===== config.mk =====
export PLATFORM = sky130hd
export DESIGN_NAME = cayde_wb_sched
export DESIGN_NICKNAME = d
export VERILOG_FILES = /design/src/rtl/cayde_pkg.sv /design/src/rtl/cayde_rr_arb2.sv /design/src/rtl/cayde_wb_sched.sv
export SDC_FILE = /design/constraint.sdc
export NUM_CORES = 1
export LEC_CHECK = 0
export ABC_AREA = 1
export CAP_MARGIN = 20
export CORE_MARGIN = 4
export CORE_UTILIZATION = 51
export CTS_BUF_LIST = sky130_fd_sc_hd__clkbuf_2
export CTS_CLUSTER_DIAMETER = 50
export DETAILED_ROUTE_END_ITERATION = 10
export PLACE_DENSITY = 0.88
export SLEW_MARGIN = 5
export SYNTH_ARGS = -nofsm -noshare
export SYNTH_HDL_FRONTEND = slang
export SYNTH_HIERARCHICAL = 1
export SYNTH_SLANG_ARGS = --single-unit

===== constraint.sdc =====
create_clock -name clk -period 5.1 [get_ports clk]
set_input_delay 1.53 -clock clk [delete_from_list [all_inputs] [get_ports clk]]
set_output_delay 1.53 -clock clk [all_outputs]
set_load 0.005 [all_outputs]

===== src/rtl/cayde_pkg.sv =====
// cayde_pkg: shared widths, address/data types and write-back source encoding.
package cayde_pkg;
  localparam int XLEN = 32;
  localparam int REG_AW = 5;
  localparam int NREGS = 2 ** REG_AW;
  typedef logic [REG_AW-1:0] reg_addr_t;
  typedef logic [XLEN-1:0] xlen_t;
  typedef enum logic {WB_ALU = 1'b0, WB_LSU = 1'b1} wb_src_e;
endpackage


===== src/rtl/cayde_rr_arb2.sv =====
// cayde_rr_arb2: two-way round-robin arbiter; the pointer only moves on contention.
module cayde_rr_arb2 import cayde_pkg::*; (
  input  logic       clk,
  input  logic       rst,
  input  logic [1:0] req,
  output logic [1:0] gnt
);
  wb_src_e rr;
  // A lone request (or none) passes straight through; contention goes to rr.
  always_comb gnt = (&req) ? ((rr == WB_LSU) ? 2'b10 : 2'b01) : req;
  always_ff @(posedge clk) begin
    if (rst) rr <= WB_ALU;
    else if (&req) rr <= (rr == WB_ALU) ? WB_LSU : WB_ALU;
  end
endmodule


===== src/rtl/cayde_wb_sched.sv =====
// cayde_wb_sched: register-file write-port scheduler with busy scoreboard and hazard stall.
module cayde_wb_sched import cayde_pkg::*; (
  input  logic      clk,
  input  logic      rst,
  input  logic      iss_valid,
  input  reg_addr_t iss_rd,
  input  reg_addr_t dec_rs1,
  input  reg_addr_t dec_rs2,
  input  reg_addr_t dec_rd,
  output logic      stall_out,
  input  logic      alu_valid,
  output logic      alu_ready,
  input  reg_addr_t alu_addr,
  input  xlen_t     alu_data,
  input  logic      lsu_valid,
  output logic      lsu_ready,
  input  reg_addr_t lsu_addr,
  input  xlen_t     lsu_data,
  output logic      rf_wen,
  output reg_addr_t rf_waddr,
  output xlen_t     rf_wdata,
  output logic      err_unclaimed
);
  logic [1:0] gnt;
  logic [NREGS-1:0] busy, busy_nx;
  logic granted;
  reg_addr_t wb_addr;
  xlen_t wb_data;
  cayde_rr_arb2 u_arb (
    .clk(clk),
    .rst(rst),
    .req({lsu_valid, alu_valid}),
    .gnt(gnt)
  );
  assign alu_ready = gnt[0] & ~rst;
  assign lsu_ready = gnt[1] & ~rst;
  assign granted = alu_ready | lsu_ready;
  assign wb_addr = gnt[1] ? lsu_addr : alu_addr;
  assign wb_data = gnt[1] ? lsu_data : alu_data;
  // Bit 0 is never set, so x0 operands never stall.
  assign stall_out = busy[dec_rs1] | busy[dec_rs2] | busy[dec_rd];
  // Set is applied after clear: a fresh issue owns the register over a retiring write.
  always_comb begin
    busy_nx = busy;
    if (rf_wen) busy_nx[rf_waddr] = 1'b0;
    if (iss_valid && iss_rd != '0) busy_nx[iss_rd] = 1'b1;
  end
  always_ff @(posedge clk) begin
    if (rst) begin
      busy <= '0;
      rf_wen <= 1'b0;
      rf_waddr <= '0;
      rf_wdata <= '0;
      err_unclaimed <= 1'b0;
    end else begin
      busy <= busy_nx;
      rf_wen <= granted && wb_addr != '0;
      if (granted) begin
        rf_waddr <= wb_addr;
        rf_wdata <= wb_data;
      end
      if (granted && wb_addr != '0 && !busy[wb_addr]) err_unclaimed <= 1'b1;
    end
  end
endmodule


======== After elaboration in Yosys (flattened, before gate mapping) ========
Index checks and enable logic that the tools add are counted.
W data, S select, Z words.
word-level totals
  register bits after elaboration ......... 72
  bits of input ports ..................... 99
  output and inout bits ................... 42
  word-level logic and storage cells ...... 51
operators by class
  $lt $le $gt $ge ......................... 8
  multiplexer cells ....................... 19
  bitwise operators ....................... 9
  reductions and logical operators ........ 9
operators with widths
  cell                  number
  $mux W32              3
  $lt A5 B6 Y1 const B  6
  $and A32 B32 Y32      1
  $not A32 Y32          1
  $or A32 B32 Y32       1
  $bmux W1 S5           4
  $demux W1 S5          2
  $ge A5 B1 Y1 const B  2
  $reduce_bool A5 Y1    2
  $mux W1               7
  $logic_and A1 B1 Y1   5
  $mux W5               1
  $mux W2               2
  $or A1 B1 Y1          3
  $and A1 B1 Y1         2
  $reduce_and A2 Y1     1
  $logic_not A1 Y1      1
  $not A1 Y1            1

======== Logic depth before layout (Yosys ltp) ========
  depth after elaboration ................. 9
  gate-level depth with buffers ........... 16

======== Hierarchy ========
The synthesis kept the hierarchy.
modules (own cells, without submodules)
  module          times used  cells an instance  area each (um^2)  seq. area each (um^2)
  cayde_wb_sched  1           665                4187.8            1421.4
  cayde_rr_arb2   1           9                  57.6              20.0

======== Least setup slack after synthesis ========
No wires, ideal clock.
  path kind ............................... input to output
  start ................................... input port dec_rd[0]
  end ..................................... output port stall_out
  arrival time ............................ 2399 ps
  required time ........................... 3570 ps
  path slack .............................. 1171 ps
  cell stages on the path ................. 9
  buffers on the path ..................... 1
  cells stage by stage .................... inv_1 clkbuf_1 a21oi_1 o21ai_0 nand3_1 nand3_1 nand2_1 a21oi_1 nand3_1
between the ends
  cells in the longest elaborated chain, start to end .. 3
RTL lines
  element                        line                  text
  from (decl)                    cayde_wb_sched.sv:9   input reg_addr_t dec_rd,
  $bmux W1 S5                    cayde_wb_sched.sv:41  assign stall_out = busy[dec_rs1] | busy[dec_rs2] | busy[dec_rd];
  $mux W1 (not written as such)  cayde_wb_sched.sv:41
  $or A1 B1 Y1                   cayde_wb_sched.sv:41
  to (decl)                      cayde_wb_sched.sv:10  output logic stall_out,
No other way between the ends. The select of a mux whose other input is x is not followed.

======== Final worst setup path ========
  start ................................... input port dec_rs2[1]
  end ..................................... output port stall_out
between the ends
  cells in the longest elaborated chain, start to end .. 4
RTL lines
  element                        line                  text
  from (decl)                    cayde_wb_sched.sv:8   input reg_addr_t dec_rs2,
  $bmux W1 S5                    cayde_wb_sched.sv:41
  $mux W1 (not written as such)  cayde_wb_sched.sv:41
  $or A1 B1 Y1 (2 in a row)      cayde_wb_sched.sv:41
No other way between the ends. The select of a mux whose other input is x is not followed.

==> key figures <==
Die
  – Chip width: 99.2 um
  – Core area: 8180 um2
  – FP Rows: 33
  – Die area: 9850 um2
  – IO Pins: 141
  – Die height: 99.2 um
  – Effective utilization at floorplan: 51.9%

Clock network
  – Clock sink total: 72
  – Cts bufs inserted: 9
  – Clk slew on worst S/H paths: 0.21 ns
  – H-tree depth: 3
  – Clk root buf: clkbuf_2
  – Clock latency at the later pin of the worst-skew pair: 0.53 ns
  – CTS max path bufs: 2
  – Postcts setup bufs: 0
  – TritonCTS clock tree: built

Synth
  – Post-Syn Nets: 773
  – Count leader, synth: nand2_1
  – Mean Syn Cell Area: 6.30 um2
  – Synth Cell Area: 4250 um2
  – Ranking of synthesized cells by area: dfxtp_1 (34%), o21ai_0 (15%), nand2_1 (13%)
  – Gate Count Post-Synth: 674
  – Area share of the largest cell type after synthesis: 34.0%
  – Post-synthesis cell type count: 22
  – Fraction of registers with async set/reset: 0%
  – Post-synthesis sequential area ratio: 34.0%
  – Flops & latches, synth: 72
  – Area leader, netlist: dfxtp_1
  – Yosys warning count: 6
  – EDFF count, synth: 0
  – Top cells by count, synth: nand2_1 (151), o21ai_0 (127), a21oi_1 (82), dfxtp_1 (72)
  – Synth Flop Type: dfxtp_1

Power and ir drop
  – Tot Pwr: 1.29 mW
  – Clk pwr share: 22.3%
  – Gate power share: 29.4%
  – Sequential power share: 48.4%
  – Pwr dens: 220 nW/um2
  – Lkg Pwr: 2.25 nW
  – VDD IR-drop max: 0.155 mV
  – Int Pwr: 0.847 mW
  – Switching Fraction: 34.1%
  – Psw: 0.439 mW

Global route
  – Vias in the first global route: 5,022
  – Initial antenna violation count: 0
  – First-pass GRT wire length: 25.3 mm
  – GRT Resource Usage Total: 32.2%
  – Gr ovfl total: 0
  – Pin count of the biggest net entering global routing: 65

STA
  – Slew headroom: 31.1%
  – Fin. Hold Viols: 0
  – Max Slew Vio Count: 0
  – # setup viols final: 0
  – Skew final: 0.0410 ns
  – WHS: 0.497 ns
  – Worst-Margin Slew: 1.03 ns
  – Peak Freq: 202 MHz
  – Final period util: 97.2%
  – Crit path time final: 4.96 ns
  – Post-route setup TNS: 0 ns
  – Final worst setup slack: 0.142 ns

Critical path
  – Worst path slowest cell: clkdlybuf4s50_1
  – Worst-path cell chain: clkdlybuf4s50_1, inv_1, o21ai_0, a21oi_1, a21oi_2, o21ai_0, nand3b_1, nand2_1, nand3_1, clkdlybuf4s50_1
  – Reg-to-reg endpoint: err_unclaimed
  – Max FO, Critical Path: 9
  – Element type at the critical path end: output pin
  – Critical Path RT: 3.57 ns
  – Worst r2r path cells: 13
  – Crit Path Class: in2out
  – Critical Path AT: 3.43 ns
  – FF-to-FF Start: u_arb/rr
  – Crit path launch: dec_rs2[1]
  – Setup crit start kind: input port
  – Largest stage delay, worst path: 0.46 ns
  – Reg2reg setup slack: 2.59 ns

Run
  – Max Cap Viol: 0

Layout
  – Share of cells above drive strength 1: 4.58%
  – Syn-to-layout area delta: 37.4%
  – Antenna cells: 0
  – Fin nets: 901

Route
  – WL final: 16.2 mm
  – Post-DRT Antenna Nets: 0
  – DRC viols: 0
  – DRT iter0 DRCs: 582
  – Routed via count: 5,344
  – Initial DRT Pass Iterations: 6
  – DR WL/cell: 17.8 um
  – Vias per cell: 5.86

Worst hold path
  – Hold_sp: busy[29]
  – Hold Crit Depth: 2
  – Worst Hold Class: reg2reg
  – Hold endpoint: busy[29]

Placement
  – Detailed Place HPWL: 12.1 mm
  – Count of input and output buffers: 140
  – Dpl ws: 0.0989 ns
  – Placer Congestion: 1.08

Status
  – Status: completed
-- cells in the final DEF, fill, tap and decap left out, types with 10 or more instances in the layout --
| cell | n |
|---|---|
| nand2_1 | 151 |
| clkdlybuf4s50_1 | 138 |
| o21ai_0 | 122 |
| a21oi_1 | 81 |
| dfxtp_1 | 72 |
| nand3_1 | 63 |
| inv_1 | 62 |
| a31oi_1 | 32 |
| nor2_1 | 14 |
| nor3_1 | 13 |
| clkbuf_2 | 10 |
| buf_4 | 10 |
-- metal layers --
layer	wire (um)	GRT usage [%]	part of all wire, %
met2	7790	53.4	48
met3	1780	8.63	11
met5	0	0	0
met4	595	14.2	3.7
met1	6050	39.2	37
-- worst max-delay path, delay by kind of cell --
family,cells,cell delay [ns]
AO/OA/AOI/OAI,4,0.54
buffers and inverters,3,1.15
AND/OR/NAND/NOR,3,0.21
-- metrics by stage --
stage	cells	utilization [%]	instance area [um2]
after CTS	911	71.2	5820
after floorplan	674	-	4250
final	912	71.4	5830
after global placement	895	70.1	5730
after global routing	912	71.4	5830
after detailed placement	895	70.1	5730
-- flip-flops by register name (all words and copies together) (netlist names) --
signal / cells
err_unclaimed: 1
rf_wen: 1
busy: 32
rf_waddr: 5
u_arb/rr: 1
rf_wdata: 32
-- area by class of cell --
cell class | instances | area, um2
clock buffer | 9 | 45.0
multi-input combinational | 500 | 2400
inverter | 66 | 248
fill | 668 | 2340
clock inverter | 7 | 46.3
sequential | 72 | 1440
timing repair buffer | 153 | 1530
tap | 105 | 131
-- timing repair --
item / 4_1_cts / 5_1_grt
resized for setup: 0 / 9
hold buffers: 0 / 0
endpoints found under the setup margin: 0 / 1
-- how the worst max path moves through the flow --
stage                endpoint  slack [ns]  cells after the start
detailed placement  stall_out         0.1                      8
global placement    stall_out        0.11                      8
floorplan           stall_out        1.17                      9
CTS                 stall_out        0.09                      8
global route        stall_out       -0.02                     10
finish              stall_out        0.14                     10
-- kinds of logic (layout without fill, tap and decap cells) --
logic type | after synthesis | in the layout | synth area share, %
buffers and inverters | 102 | 235 | 9.78
DFF | 72 | 72 | 34.0
AOI/OAI and AO/OA | 254 | 254 | 31.9
and+or+nand+nor | 246 | 246 | 24.4
-- power groups by stage --
stage | Sequential, mW | Combinational (mW) | Clock [mW]
6_report | 0.622 | 0.377 | 0.287
5_1_grt | 0.625 | 0.414 | 0.315
4_1_cts | 0.620 | 0.373 | 0.282
3_5_place_dp | 0.631 | 0.371 | 0
3_3_place_gp | 0.630 | 0.361 | 0
2_1_floorplan | 0.628 | 0.176 | 0
No activity file was read; power rests on OpenSTA's default activity.
